[src/rtl/exe_wb_result_arbiter.sv]
// Merges a buffered single-cycle ALU result stream and one mul/div holding
// register onto a single valid/ready writeback port.
module exe_wb_result_arbiter #(
  parameter int ALU_DEPTH  = 4,
  parameter int TAG_W      = 6,
  parameter int STARVE_MAX = 4
) (
  input  logic             clk_i,
  input  logic             rstn_i,
  input  logic             flush_i,
  input  logic             alu_valid_i,
  output logic             alu_ready_o,
  input  logic [4:0]       alu_rd_i,
  input  logic [63:0]      alu_result_i,
  input  logic [TAG_W-1:0] alu_tag_i,
  input  logic             mul_valid_i,
  output logic             mul_ready_o,
  input  logic [4:0]       mul_rd_i,
  input  logic [63:0]      mul_result_i,
  input  logic [TAG_W-1:0] mul_tag_i,
  output logic             wb_valid_o,
  input  logic             wb_ready_i,
  output logic [4:0]       wb_rd_o,
  output logic [63:0]      wb_result_o,
  output logic [TAG_W-1:0] wb_tag_o,
  output logic             wb_src_o
);

  localparam int PTR_W = $clog2(ALU_DEPTH);
  localparam int CNT_W = PTR_W + 1;
  localparam int STV_W = $clog2(STARVE_MAX + 1);
  localparam int ENT_W = 5 + 64 + TAG_W;
  localparam logic [CNT_W-1:0] FULL_CNT = CNT_W'(ALU_DEPTH);
  localparam logic [STV_W-1:0] STV_SAT  = STV_W'(STARVE_MAX);

  logic [ENT_W-1:0] fifo_mem_q [ALU_DEPTH];
  logic [PTR_W-1:0] head_q, head_d;
  logic [PTR_W-1:0] tail_q, tail_d;
  logic [CNT_W-1:0] count_q, count_d;
  logic             mul_full_q, mul_full_d;
  logic [ENT_W-1:0] mul_ent_q, mul_ent_d;
  logic [STV_W-1:0] starve_q, starve_d;
  logic             hold_mul_q, hold_mul_d;

  logic             alu_push, mul_push;
  logic             wb_valid, wb_fire, grant_mul;
  logic             alu_pop, mul_pop;
  logic [ENT_W-1:0] wb_ent;

  // hold_mul_q keeps a stalled mul grant from being pre-empted when an ALU
  // result lands in the previously empty FIFO during the stall.
  always_comb begin
    alu_ready_o = (count_q != FULL_CNT);
    mul_ready_o = !mul_full_q;
    alu_push    = alu_valid_i & alu_ready_o & !flush_i;
    mul_push    = mul_valid_i & mul_ready_o & !flush_i;
    wb_valid    = !flush_i & ((count_q != '0) | mul_full_q);
    grant_mul   = mul_full_q & ((count_q == '0) | (starve_q == STV_SAT) | hold_mul_q);
    wb_fire     = wb_valid & wb_ready_i;
    alu_pop     = wb_fire & !grant_mul;
    mul_pop     = wb_fire & grant_mul;
    wb_ent      = grant_mul ? mul_ent_q : fifo_mem_q[head_q];

    wb_valid_o  = wb_valid;
    wb_src_o    = wb_valid & grant_mul;
    {wb_rd_o, wb_result_o, wb_tag_o} = wb_valid ? wb_ent : '0;
  end

  always_comb begin
    head_d     = head_q + PTR_W'(alu_pop);
    tail_d     = tail_q + PTR_W'(alu_push);
    count_d    = count_q + CNT_W'(alu_push) - CNT_W'(alu_pop);
    mul_full_d = mul_full_q;
    mul_ent_d  = mul_ent_q;
    starve_d   = starve_q;
    hold_mul_d = wb_valid & !wb_ready_i & grant_mul;

    if (mul_push) begin
      mul_full_d = 1'b1;
      mul_ent_d  = {mul_rd_i, mul_result_i, mul_tag_i};
    end else if (mul_pop) begin
      mul_full_d = 1'b0;
    end

    if (!mul_full_q || mul_pop) begin
      starve_d = '0;
    end else if (alu_pop && (starve_q != STV_SAT)) begin
      starve_d = starve_q + STV_W'(1);
    end

    // A flush returns every piece of control state to its reset value.
    if (flush_i) begin
      head_d     = '0;
      tail_d     = '0;
      count_d    = '0;
      mul_full_d = 1'b0;
      starve_d   = '0;
      hold_mul_d = 1'b0;
    end
  end

  always_ff @(posedge clk_i or negedge rstn_i) begin
    if (!rstn_i) begin
      head_q     <= '0;
      tail_q     <= '0;
      count_q    <= '0;
      mul_full_q <= 1'b0;
      mul_ent_q  <= '0;
      starve_q   <= '0;
      hold_mul_q <= 1'b0;
    end else begin
      head_q     <= head_d;
      tail_q     <= tail_d;
      count_q    <= count_d;
      mul_full_q <= mul_full_d;
      mul_ent_q  <= mul_ent_d;
      starve_q   <= starve_d;
      hold_mul_q <= hold_mul_d;
    end
  end

  // Payload storage needs no reset: it is only visible behind count_q.
  always_ff @(posedge clk_i) begin
    if (alu_push) begin
      fifo_mem_q[tail_q] <= {alu_rd_i, alu_result_i, alu_tag_i};
    end
  end

endmodule

[config.mk]
export PLATFORM = sky130hd
export DESIGN_NAME = exe_wb_result_arbiter
export DESIGN_NICKNAME = d
export VERILOG_FILES = /design/src/rtl/exe_wb_result_arbiter.sv
export SDC_FILE = /design/constraint.sdc
export NUM_CORES = 1
export LEC_CHECK = 0
export BUFFER_PORTS_ARGS = -buffer_cell sky130_fd_sc_hd__buf_4
export CAP_MARGIN = 5
export CORE_ASPECT_RATIO = 1.75
export CORE_UTILIZATION = 51
export DETAILED_ROUTE_END_ITERATION = 8
export HOLD_SLACK_MARGIN = 0.12
export MAX_ROUTING_LAYER = met4
export PLACE_DENSITY = 0.78
export SLEW_MARGIN = 20
export SYNTH_ARGS = -nofsm -noshare
export SYNTH_HDL_FRONTEND = slang
export SYNTH_SLANG_ARGS = --single-unit
[constraint.sdc]
create_clock -name clk_i -period 6.4 [get_ports clk_i]
set_input_delay 1.28 -clock clk_i [delete_from_list [all_inputs] [get_ports clk_i]]
set_output_delay 1.28 -clock clk_i [all_outputs]
set_load 0.01 [all_outputs]
==> results of run 1 <==
cells by family after synthesis:
kind of cell	after synthesis
AO/OA/AOI/OAI	82
XOR/XNOR	6
adder cells (fa/ha/maj)	7
buffers and inverters	57
AND/OR/NAND/NOR	178
multiplexers	151
flip-flops	387
power by group:
part | total, mW | switching (mW) | internal, mW
logic | 1.25 | 0.650 | 0.599
clock network | 2.06 | 0.880 | 1.18
registers | 3.06 | 0.135 | 2.92
total | 6.36 | 1.66 | 4.70
flip-flops by register name (all words and copies together), names as in the netlist:
signal / cells
head_q: 2
count_q: 3
mul_full_q: 1
mul_ent_q: 75
starve_q: 3
fifo_mem_q: 300
tail_q: 2
hold_mul_q: 1
cells in the final DEF, fill, tap and decap left out, drive strengths merged, types with 2 or more instances in the layout:
cell      synthesis  final
edfxtp          300    300
buf              46    245
nand2           152    152
dfrtp            87     87
a21oi            76     76
mux4             75     75
mux2             75     75
clkbuf            4     51
nor2              9      9
inv               7      8
ha                6      6
clkinv            0      6
nor2b             4      4
xnor2             4      4
nor3b             3      3
clkinvlp          0      3
nor3              3      3
diode             0      2
nand3b            2      2
xor2              2      2
a21o              2      2
o21ai             2      2
layer usage:
metal | track usage | wire [µm] | up-vias
li1 | - | - | 3771
met1 | 0.2440 | 12000 | 4376
met2 | 0.4035 | 18310 | 238
met3 | 0.03427 | 1366 | 56
met4 | 0.08310 | 1003 | 0
met5 | - | 0 | -
per-stage QoR:
stage	utilization	std cells	setup WS, ns	power [mW]	hold slack [ns]
finish	0.6292	1509	1.685	6.364	0.4863
global route	0.6292	1509	1.490	6.619	0.5004
CTS	0.6290	1507	1.591	6.425	0.4904
detailed placement	0.5908	1445	2.167	4.381	0.4748
global placement	0.5908	1445	2.232	4.334	0.4675
floorplan	-	868	1.364	3.889	0.4580
layout make-up:
type	instances	share of cell area
inverter	7	0.001411
clock buffer	51	0.05584
timing repair buffer	245	0.1008
sequential	387	0.6011
multi-input combinational	424	0.2100
tap	382	0.02567
antenna	2	0.0002688
clock inverter	11	0.004905
path summary, 6_finish.rpt:
path / cells after the start / endpoint / start
max in group asynchronous: 2 / mul_ent_q[27] / rstn_i
hold reg to reg: 1 / mul_ent_q[72] / mul_ent_q[72]
setup / recovery: 8 / wb_rd_o[2] / starve_q[0]
hold / removal: 1 / mul_ent_q[72] / mul_ent_q[72]
setup reg to reg: 6 / fifo_mem_q[3][58] / count_q[1]
min in group asynchronous: 1 / mul_ent_q[59] / rstn_i
==> results.tsv, run 1 <==
stage	metric	value	unit
synth	synthMuxAreaShare	0.1647	
placement	numPortBuffers	234	
sta	relSlewSlack	0.3002	
synth	synth.area.top_cells	edfxtp_1 (58%), dfrtp_1 (14%), mux4_2 (11%)	
synth	syn_nets	1031	
global_routing	antenna_found_initial	2	
final_layout	drive_gt1_frac	0.3733	
setup_path	crit_fanout	43	
detailed_routing	wl_per_cell	21.65	µm
synth	synth_compound_area_frac	0.02755	
global_routing	grt_pass1_vias	8958	
setup_path	criticalPathCategory	flip-flop to primary output	
detailed_routing	routed_wl	32.67	mm
clock_network	cts.sinks	387	
clock_network	cts_setup_buffers	0	
detailed_routing	drt_iter0_drc	456	
placement	place_area	17490	µm²
detailed_routing	num_vias	8441	
synth	yosysWarnings	0	
synth	synth_edf_count	300	
power	p_per_area	341.7	nW/µm²
synth	synthAdderAreaFrac	0.006158	
final_layout	n_fill_cell	2077	
final_layout	finish.instance_area	18620	µm²
clock_network	hold_buffers	0	
die	die_x	133.5	µm
global_routing	gr-total-overflow	0	
placement	place_congestion	0.7655	
setup_path	ff2ff_setup_slack	3.59	ns
clock_network	cts_tree	yes	
setup_path	path_cells	inv_1 > ha_1 > a21o_1 > o21ai_4 > buf_4 > nand2_1 > a21oi_1 > buf_4	
synth	yosys.area.top_type	edfxtp_1	
detailed_routing	viasPerCell	5.594	
sta	fin_skew	0.01745	ns
synth	synth_top_area_share	0.5834	
synth	syn_area_per_cell	17.79	µm²
setup_path	crit_top_cell	buf_4	
placement	dp_hpwl	19.83	mm
synth	synth-xor-area-share	0.003403	
sta	grt_setup_unrepaired	false	
synth	post-synth-top-count-cell	edfxtp_1	
sta	fin_tns_setup	0	ns
sta	post-route-min-period	4.715	ns
clock_network	ctsResizeCount	0	
die	die-area	31000	µm²
die	start_util	0.5217	
sta	tightestPinTransition	1.046	ns
power	power_leakage	6.843	nW
die	pin_count	235	
final_layout	multiInputGateArea	3911	µm²
sta	setup_viol	0	
run_status	status	finished clean	
synth	synth_top_family_by_area	multiplexers	
setup_path	cp_top_family	compound AO/OA/AOI/OAI gates	
die	rows	83	
synth	yosys-top-cells-count	edfxtp_1 (300), nand2_1 (152), dfrtp_1 (87)	
synth	synth_cell_types	35	
setup_path	end_kind	primary output	
detailed_routing	ant_nets	0	
die	die_height	232.2	µm
sta	min_period_over_period	0.7368	
clock_network	cts-root-buf	clkbuf_16	
detailed_routing	drc	0	
min_path	hold_class	flip-flop to flip-flop	
sta	fmax	212.1	MHz
synth	async_flop_share	0.2248	
flow_run	cap_violations	0	
final_layout	fin_nets	1263	
final_layout	area_growth	20.60	%
final_layout	regArea	11190	µm²
clock_network	clock_latency	0.52	ns
synth	synth_area	15440	µm²
setup_path	cp_slowest_stage_delay	0.80	ns
sta	finalHoldViolCount	0	
clock_network	htree_levels	2	
power	ir_drop	266.8	µV
setup_path	critPathLaunchType	flip-flop	
setup_path	slowest_stage	o21ai_4	
clock_network	cts_made_buffers	35	
setup_path	crit_required	5.12	ns
clock_network	clk_pin_slew	0.06	ns
clock_network	max-clock-path-buffers	3	
detailed_routing	drtPass1Iterations	4	
global_routing	grt_pass1_wl	49.80	mm
synth	synth-seq-cells	387	
synth	seq_area_frac_synth	0.7244	
die	core	29600	µm²
synth	synth-simple-area-share	0.04716	
synth	synth_top_flop_cell	edfxtp_1	
global_routing	grt_usage	0.2223	
setup_path	crit_arrival	3.44	ns
synth	synth_cells	868	
global_routing	grt_max_degree	77	
setup_path	cp_num_buf_inv	3	
sta	maxSlewViolCount	0	
No activity file was read; power rests on OpenSTA's default activity.
==> run 2: changes to the inputs <==
--- a/config.mk
+++ b/config.mk
@@ -5,14 +5,15 @@
 export SDC_FILE = /design/constraint.sdc
 export NUM_CORES = 1
 export LEC_CHECK = 0
+export ABC_AREA = 1
 export BUFFER_PORTS_ARGS = -buffer_cell sky130_fd_sc_hd__buf_4
 export CAP_MARGIN = 5
 export CORE_ASPECT_RATIO = 1.75
-export CORE_UTILIZATION = 51
+export CORE_UTILIZATION = 57
 export DETAILED_ROUTE_END_ITERATION = 8
 export HOLD_SLACK_MARGIN = 0.12
 export MAX_ROUTING_LAYER = met4
-export PLACE_DENSITY = 0.78
+export PLACE_DENSITY = 0.82
 export SLEW_MARGIN = 20
 export SYNTH_ARGS = -nofsm -noshare
 export SYNTH_HDL_FRONTEND = slang
==> constraint.sdc (replaced) <==
create_clock -name clk_i -period 4.7 [get_ports clk_i]
set_input_delay 0.94 -clock clk_i [delete_from_list [all_inputs] [get_ports clk_i]]
set_output_delay 0.94 -clock clk_i [all_outputs]
set_load 0.01 [all_outputs]
==> run 2 against run 1 <==
Utilization rose by 6.7 points. Area after synthesis rose by 2.6%. Critical path type unchanged. Largest cell class unchanged. Sequential cell count did not move. Setup slack got worse by 0.92 ns. Global-route usage rose by 4.5 points. Hold slack improved by 0.014 ns.
==> results.tsv, run 2 <==
stage	metric	value	unit	change
clock_network	clock_latency	0.52	ns	about the same
global_routing	gr-total-overflow	0		unchanged
sta	setup_viol	0		unchanged
power	p_per_area	479.8	nW/µm²	+40%
detailed_routing	drc	0		unchanged
die	start_util	0.5798		+0.05810
synth	async_flop_share	0.2248		unchanged
synth	synth_top_area_share	0.5686		-0.01484
sta	fin_hold_ws	0.5003	ns	+0.01404 ns
synth	yosys.area.top_type	edfxtp_1		
clock_network	ctsResizeCount	0		unchanged
clock_network	cts_made_buffers	36		+2.9%
clock_network	cts_setup_buffers	0		unchanged
die	die_x	128.0	µm	-4.1%
die	die_height	222.6	µm	-4.1%
detailed_routing	ant_nets	0		unchanged
sta	maxSlewViolCount	0		unchanged
sta	grt_setup_unrepaired	false		
detailed_routing	routed_wl	36.21	mm	+11%
synth	synth_cell_types	29		-17%
clock_network	cts_tree	yes		
detailed_routing	wl_met2	19.88	mm	+8.6%
final_layout	largest_register_ffs	300		unchanged
detailed_routing	wl_met1	13.08	mm	+9.0%
final_layout	finish.instance_area	19020	µm²	+2.2%
detailed_routing	wl_per_cell	20.14	µm	-7.0%
sta	min_period_over_period	0.8379		
clock_network	clk_pin_slew	0.06	ns	about the same
detailed_routing	highest_layer	met4		
final_layout	n_fill_cell	1842		-11%
setup_path	crit_top_cell	nor2_1		
placement	dp_hpwl	21.72	mm	+9.5%
detailed_routing	wl_met3	2.031	mm	+49%
setup_path	crit_fanout	76		+77%
setup_path	crit_required	3.76	ns	-1.36 ns
die	core	27330	µm²	-7.7%
clock_network	hold_buffers	0		unchanged
sta	relSlewSlack	0.2760		-0.02426
setup_path	slowest_stage	dfrtp_4		
synth	synth-seq-cells	387		unchanged
sta	tightestPinTransition	1.086	ns	+0.03978 ns
min_path	hold_class	flip-flop to flip-flop		
global_routing	grt_max_degree	84		+9.1%
final_layout	fin_nets	1559		+23%
die	rows	80		-3.6%
clock_network	htree_levels	2		unchanged
clock_network	cts.sinks	387		unchanged
placement	place_congestion	0.8328		+8.8%
power	p_total	9.127	mW	+43%
global_routing	antenna_found_initial	6		+4
setup_path	cp_slowest_stage_delay	0.73	ns	-0.07 ns
sta	post-route-min-period	3.938	ns	
detailed_routing	viasPerCell	5.711		+2.1%
detailed_routing	drtPass1Iterations	5		+1
synth	syn_area_per_cell	13.38	µm²	-25%
global_routing	grt_pass1_vias	10710		+20%
flow_run	cap_violations	0		unchanged
clock_network	cts-root-buf	clkbuf_16		
sta	finalHoldViolCount	0		unchanged
detailed_routing	num_vias	10270		+22%
synth	synth_area	15840	µm²	+2.6%
final_layout	drive_gt1_frac	0.2813		-0.09204
placement	numPortBuffers	234		unchanged
final_layout	mostFrequentLayoutCells	edfxtp_1 (300), buf_4 (253), nor2_1 (173), nand2_1 (153), o21ai_0 (116)		
synth	yosys-top-cells-count	edfxtp_1 (300), nor2_1 (173), nand2_1 (153)		
power	power_leakage	7.478	nW	+9.3%
setup_path	crit_arrival	3.00	ns	-0.44 ns
setup_path	path_cells	inv_4 > buf_12 > nor2_1 > o221ai_1 > nand2_1 > nor2_1 > buf_4		
die	die-area	28490	µm²	-8.1%
sta	fmax	253.9	MHz	
sta	fin_skew	0.01029	ns	-0.007155 ns
synth	yosysWarnings	0		unchanged
synth	synth_top_flop_cell	edfxtp_1		
setup_path	criticalPathCategory	flip-flop to primary output		
setup_path	critPathLaunchType	flip-flop		
final_layout	layout_commonest_cell	edfxtp_1		
synth	synth.area.top_cells	edfxtp_1 (57%), dfrtp_1 (14%), nor2_1 (4.1%)		
synth	syn_nets	1347		+31%
power	ir_drop	437.7	µV	+64%
detailed_routing	drt_iter0_drc	622		+36%
clock_network	max-clock-path-buffers	3		unchanged
synth	synth_cells	1184		+36%
synth	synth_edf_count	300		unchanged
run_status	status	finished clean		
placement	place_area	17840	µm²	+2.0%
global_routing	grt_pass1_wl	56.02	mm	+12%
synth	seq_area_frac_synth	0.7060		-0.01842
final_layout	top_register	fifo_mem_q		
global_routing	grt_usage	0.2668		+0.04452
setup_path	end_kind	primary output		
synth	post-synth-top-count-cell	edfxtp_1		
final_layout	reg_top3	fifo_mem_q (300), mul_ent_q (75)		
die	pin_count	235		unchanged
final_layout	area_growth	20.07	%	
-- run 2: layer usage --
layer  global-route usage  vias to the layer above
met5                    -                        -
met4               0.1214                        0
met3              0.04431                       77
met2               0.4705                      374
met1               0.2915                     5069
li1                     -                     4749
-- run 2: power breakdown --
group          internal (mW)  switching (mW)
registers               4.00           0.171
logic                  0.919            1.19
clock network           1.64            1.20
total                   6.56            2.56
-- run 2: critical path: cells and delay by family, from the launching register on --
kind            cells  cell delay (ns)
flops               1             0.73
simple gates        3             0.33
buf+inv             3             0.99
compound gates      1             0.34
-- run 2: path summary, 6_finish.rpt --
path / start / cells after the start / slack (ns) / end
worst min-delay path: mul_ent_q[4] / 1 / 0.50 / mul_ent_q[4]
worst max register to register: starve_q[0] / 12 / 2.19 / count_q[2]
min in group asynchronous: rstn_i / 1 / 0.54 / mul_ent_q[60]
worst min register to register: mul_ent_q[4] / 1 / 0.50 / mul_ent_q[4]
max in group asynchronous: rstn_i / 2 / 3.20 / mul_ent_q[74]
worst max-delay path: head_q[0] / 7 / 0.76 / wb_tag_o[2]
-- run 2: per-stage QoR --
step | util | instances | setup TNS [ns] | setup WS, ns
finish | 0.6962 | 1798 | 0 | 0.7618
global route | 0.6961 | 1797 | 0 | 0.5459
CTS | 0.6955 | 1791 | 0 | 0.7131
detailed placement | 0.6528 | 1727 | 0 | 1.078
global placement | 0.6528 | 1727 | 0 | 1.136
floorplan | - | 1184 | -38.21 | -0.1274
-- run 2: layout make-up --
class	count	area, µm²	share of cell area
Inverter	20	80.08	0.004209
Sequential cell	387	11190	0.5883
Tap cell	369	461.7	0.02427
Timing Repair Buffer	255	1939	0.1019
Antenna cell	7	17.52	0.0009208
Clock inverter	15	146.4	0.007695
Clock buffer	49	1021	0.05367
Multi-Input combinational cell	696	4167	0.2190
-- run 2: logic make-up (layout without fill, tap and decap cells) --
kind of cell,after synthesis,after routing,synth area share
buffers and inverters,101,339,0.03467
AO/OA/AOI/OAI,269,269,0.1057
other,0,7,0
flip-flops,387,387,0.7060
AND/OR/NAND/NOR,342,342,0.08339
multiplexers,75,75,0.06254
XOR/XNOR,3,3,0.001659
adder cells (fa/ha/maj),7,7,0.006002
==> run 3: changes to the inputs <==
--- a/config.mk
+++ b/config.mk
@@ -5,15 +5,15 @@
 export SDC_FILE = /design/constraint.sdc
 export NUM_CORES = 1
 export LEC_CHECK = 0
-export ABC_AREA = 1
+export ABC_AREA = 0
 export BUFFER_PORTS_ARGS = -buffer_cell sky130_fd_sc_hd__buf_4
 export CAP_MARGIN = 5
 export CORE_ASPECT_RATIO = 1.75
-export CORE_UTILIZATION = 57
+export CORE_UTILIZATION = 51
 export DETAILED_ROUTE_END_ITERATION = 8
 export HOLD_SLACK_MARGIN = 0.12
 export MAX_ROUTING_LAYER = met4
-export PLACE_DENSITY = 0.82
+export PLACE_DENSITY = 0.78
 export SLEW_MARGIN = 20
 export SYNTH_ARGS = -nofsm -noshare
 export SYNTH_HDL_FRONTEND = slang
==> constraint.sdc (replaced) <==
create_clock -name clk_i -period 3.2 [get_ports clk_i]
set_input_delay 0.64 -clock clk_i [delete_from_list [all_inputs] [get_ports clk_i]]
set_output_delay 0.64 -clock clk_i [all_outputs]
set_load 0.01 [all_outputs]
==> run 3 against run 2 <==
Utilization decreased by 5.9 points. Setup slack got worse by 0.63 ns. Sequential share of layout area increased by 0.52 points. Final cell count decreased by 15%. Sequential cell count unchanged. Global-route usage decreased by 4.2 points. Critical path type unchanged. Clock power increased by 46%. Design area decreased by 0.85%. Non-clock buffer count increased by 2.
==> results.tsv, run 3 (synthesis gave the netlist of run 1 again) <==
stage	metric	value	unit	change
run_status	status	finished clean		
clock_network	clock_latency	0.53	ns	about the same
clock_network	max-clock-path-buffers	3		unchanged
die	pin_count	235		unchanged
die	die_x	133.5	µm	+4.3%
detailed_routing	num_vias	8453		-18%
global_routing	grt_use_met3	0.03274		-0.01156
global_routing	grt_max_degree	77		-8.3%
min_path	hold_class	input port to async pin		
power	p_per_area	685.6	nW/µm²	+43%
detailed_routing	drt_iter0_drc	520		-16%
clock_network	hold_buffers	0		unchanged
global_routing	antenna_found_initial	5		-1
final_layout	layout_commonest_cell	edfxtp_1		
final_layout	mostFrequentLayoutCells	edfxtp_1 (300), buf_4 (244), nand2_1 (152), dfrtp_1 (85)		
setup_path	crit_arrival	2.43	ns	-0.57 ns
global_routing	grt_pass1_vias	9091		-15%
placement	pre_cts_ws	0.5235	ns	-0.5546 ns
setup_path	ff2ff_setup_slack	0.67	ns	-1.52 ns
clock_network	clk_pin_slew	0.06	ns	about the same
power	ir_drop	549.0	µV	+25%
global_routing	grt_usage	0.2246		-0.04220
sta	min_period_over_period	0.9597		
placement	place_congestion	0.7864		-5.6%
sta	tightestPinTransition	0.9825	ns	-0.1036 ns
die	die_height	232.2	µm	+4.3%
detailed_routing	wl_per_cell	21.99	µm	+9.2%
global_routing	gr-total-overflow	0		unchanged
sta	final.setup.worst_slack	0.1291	ns	-0.6327 ns
setup_path	path_cells	nor3_4 > o21a_4 > buf_4 > nand2_1 > a21oi_1 > buf_4		
detailed_routing	drtPass1Iterations	4		-1
setup_path	critPathLaunchType	flip-flop		
setup_path	r2r_start	starve_q[0]		
final_layout	reg_top3	fifo_mem_q (300), mul_ent_q (75)		
power	p_total	12.93	mW	+42%
setup_path	end_kind	primary output		
clock_network	htree_levels	2		unchanged
sta	setup_viol	0		unchanged
placement	numPortBuffers	234		unchanged
die	start_util	0.5217		-0.05810
sta	post-route-min-period	3.071	ns	
final_layout	largest_register_ffs	300		unchanged
setup_path	crit_required	2.56	ns	-1.20 ns
final_layout	fin_util	0.6372		-0.05891
detailed_routing	routed_wl	33.58	mm	-7.3%
detailed_routing	drc	0		unchanged
placement	dp_hpwl	19.69	mm	-9.3%
detailed_routing	viasPerCell	5.536		-3.1%
detailed_routing	ant_nets	0		unchanged
final_layout	area_growth	22.15	%	
die	core	29600	µm²	+8.3%
setup_path	rr_endpoint	count_q[2]		
clock_network	cts-root-buf	clkbuf_16		
global_routing	grt_pass1_wl	50.27	mm	-10%
sta	grt_setup_unrepaired	true		
clock_network	cts_tree	yes		
sta	finalHoldViolCount	0		unchanged
clock_network	cts.sinks	387		unchanged
power	power_leakage	6.938	nW	-7.2%
flow_run	cap_violations	0		unchanged
setup_path	crit_fanout	19		-75%
sta	fin_skew	0.02635	ns	+0.01606 ns
global_routing	met1_usage	0.2591		-0.03240
setup_path	crit_top_cell	buf_4		
global_routing	grtUsageMet2	0.3952		-0.07536
final_layout	top_register	fifo_mem_q		
setup_path	criticalPathCategory	flip-flop to primary output		
clock_network	cts_made_buffers	35		-2.8%
final_layout	fin_nets	1277		-18%
die	rows	83		+3.8%
final_layout	drive_gt1_frac	0.3754		+0.09414
sta	relSlewSlack	0.3450		+0.06903
global_routing	grt-busiest-layer	met2		
sta	fmax	325.6	MHz	
die	die-area	31000	µm²	+8.8%
setup_path	cp_slowest_stage_delay	0.49	ns	-0.24 ns
setup_path	slowest_stage	nor3_4		
setup_path	r2r_cells	12		unchanged
sta	maxSlewViolCount	0		unchanged
run 3: cell count changes in the layout (fill, tap and decap cells not counted), sizes merged, moves of 8 or more:
cell and delta:
nor2 -165, o21ai -117, mux4 +75, o221ai -41, a32o -34, inv -13, clkbuf +8, nand3 -8
run 3: how the worst max path moves through the flow:
stage / from / end / slack, ns
CTS: count_q[2] / wb_result_o[36] / 0.004
finish: count_q[2] / wb_result_o[62] / 0.13
global placement: starve_q[0] / wb_result_o[55] / 0.57
detailed placement: starve_q[0] / wb_result_o[55] / 0.52
global route: count_q[2] / wb_result_o[43] / -0.003
floorplan: flush_i / fifo_mem_q[2][0] / -0.21
run 3: per-layer routing:
metal | part of all wire | vias up | routed length (µm)
li1 | - | 3802 | -
met1 | 0.39 | 4359 | 13050
met2 | 0.54 | 231 | 18110
met3 | 0.041 | 61 | 1360
met4 | 0.032 | 0 | 1066
met5 | 0 | - | 0
run 3: worst max-delay path, delay by kind of cell, from the launching register on:
kind	cells	cell delay (ns)
AO/OA/AOI/OAI	2	0.45
buffers and inverters	2	0.42
flip-flops	1	0.45
AND/OR/NAND/NOR	2	0.58
run 3: area by class of cell:
cell class / instances / area, µm²
Inverter: 7 / 26.28
Antenna cell: 5 / 12.51
Multi-Input combinational cell: 426 / 3940
Tap cell: 382 / 478.0
Timing Repair Buffer: 257 / 2083
Clock buffer: 57 / 1051
Sequential cell: 387 / 11190
Clock inverter: 6 / 76.32
Fill cell: 2065 / 10740
run 3: per-stage QoR:
step | hold WS [ns] | instance area [µm²] | cells | TNS, ns
floorplan | 0.3444 | 15470 | 868 | -48.63
global placement | 0.4669 | 17660 | 1455 | 0
detailed placement | 0.4759 | 17660 | 1455 | 0
CTS | 0.2623 | 18830 | 1521 | 0
global route | 0.2739 | 18860 | 1527 | -0.003159
finish | 0.2628 | 18860 | 1527 | 0
run 3: where the power goes:
part	internal (mW)	switching, mW	leakage (nW)	total, mW
Sequential	5.85	0.199	3.76	6.05
Combinational	1.29	1.45	2.63	2.74
Clock	2.41	1.74	0.547	4.14
run 3: repair_timing:
item,CTS,global route
pin swaps,2,0
buffers inserted,2,0
resized for setup,2,2
cloned,1,1
setup endpoints to repair,21,76
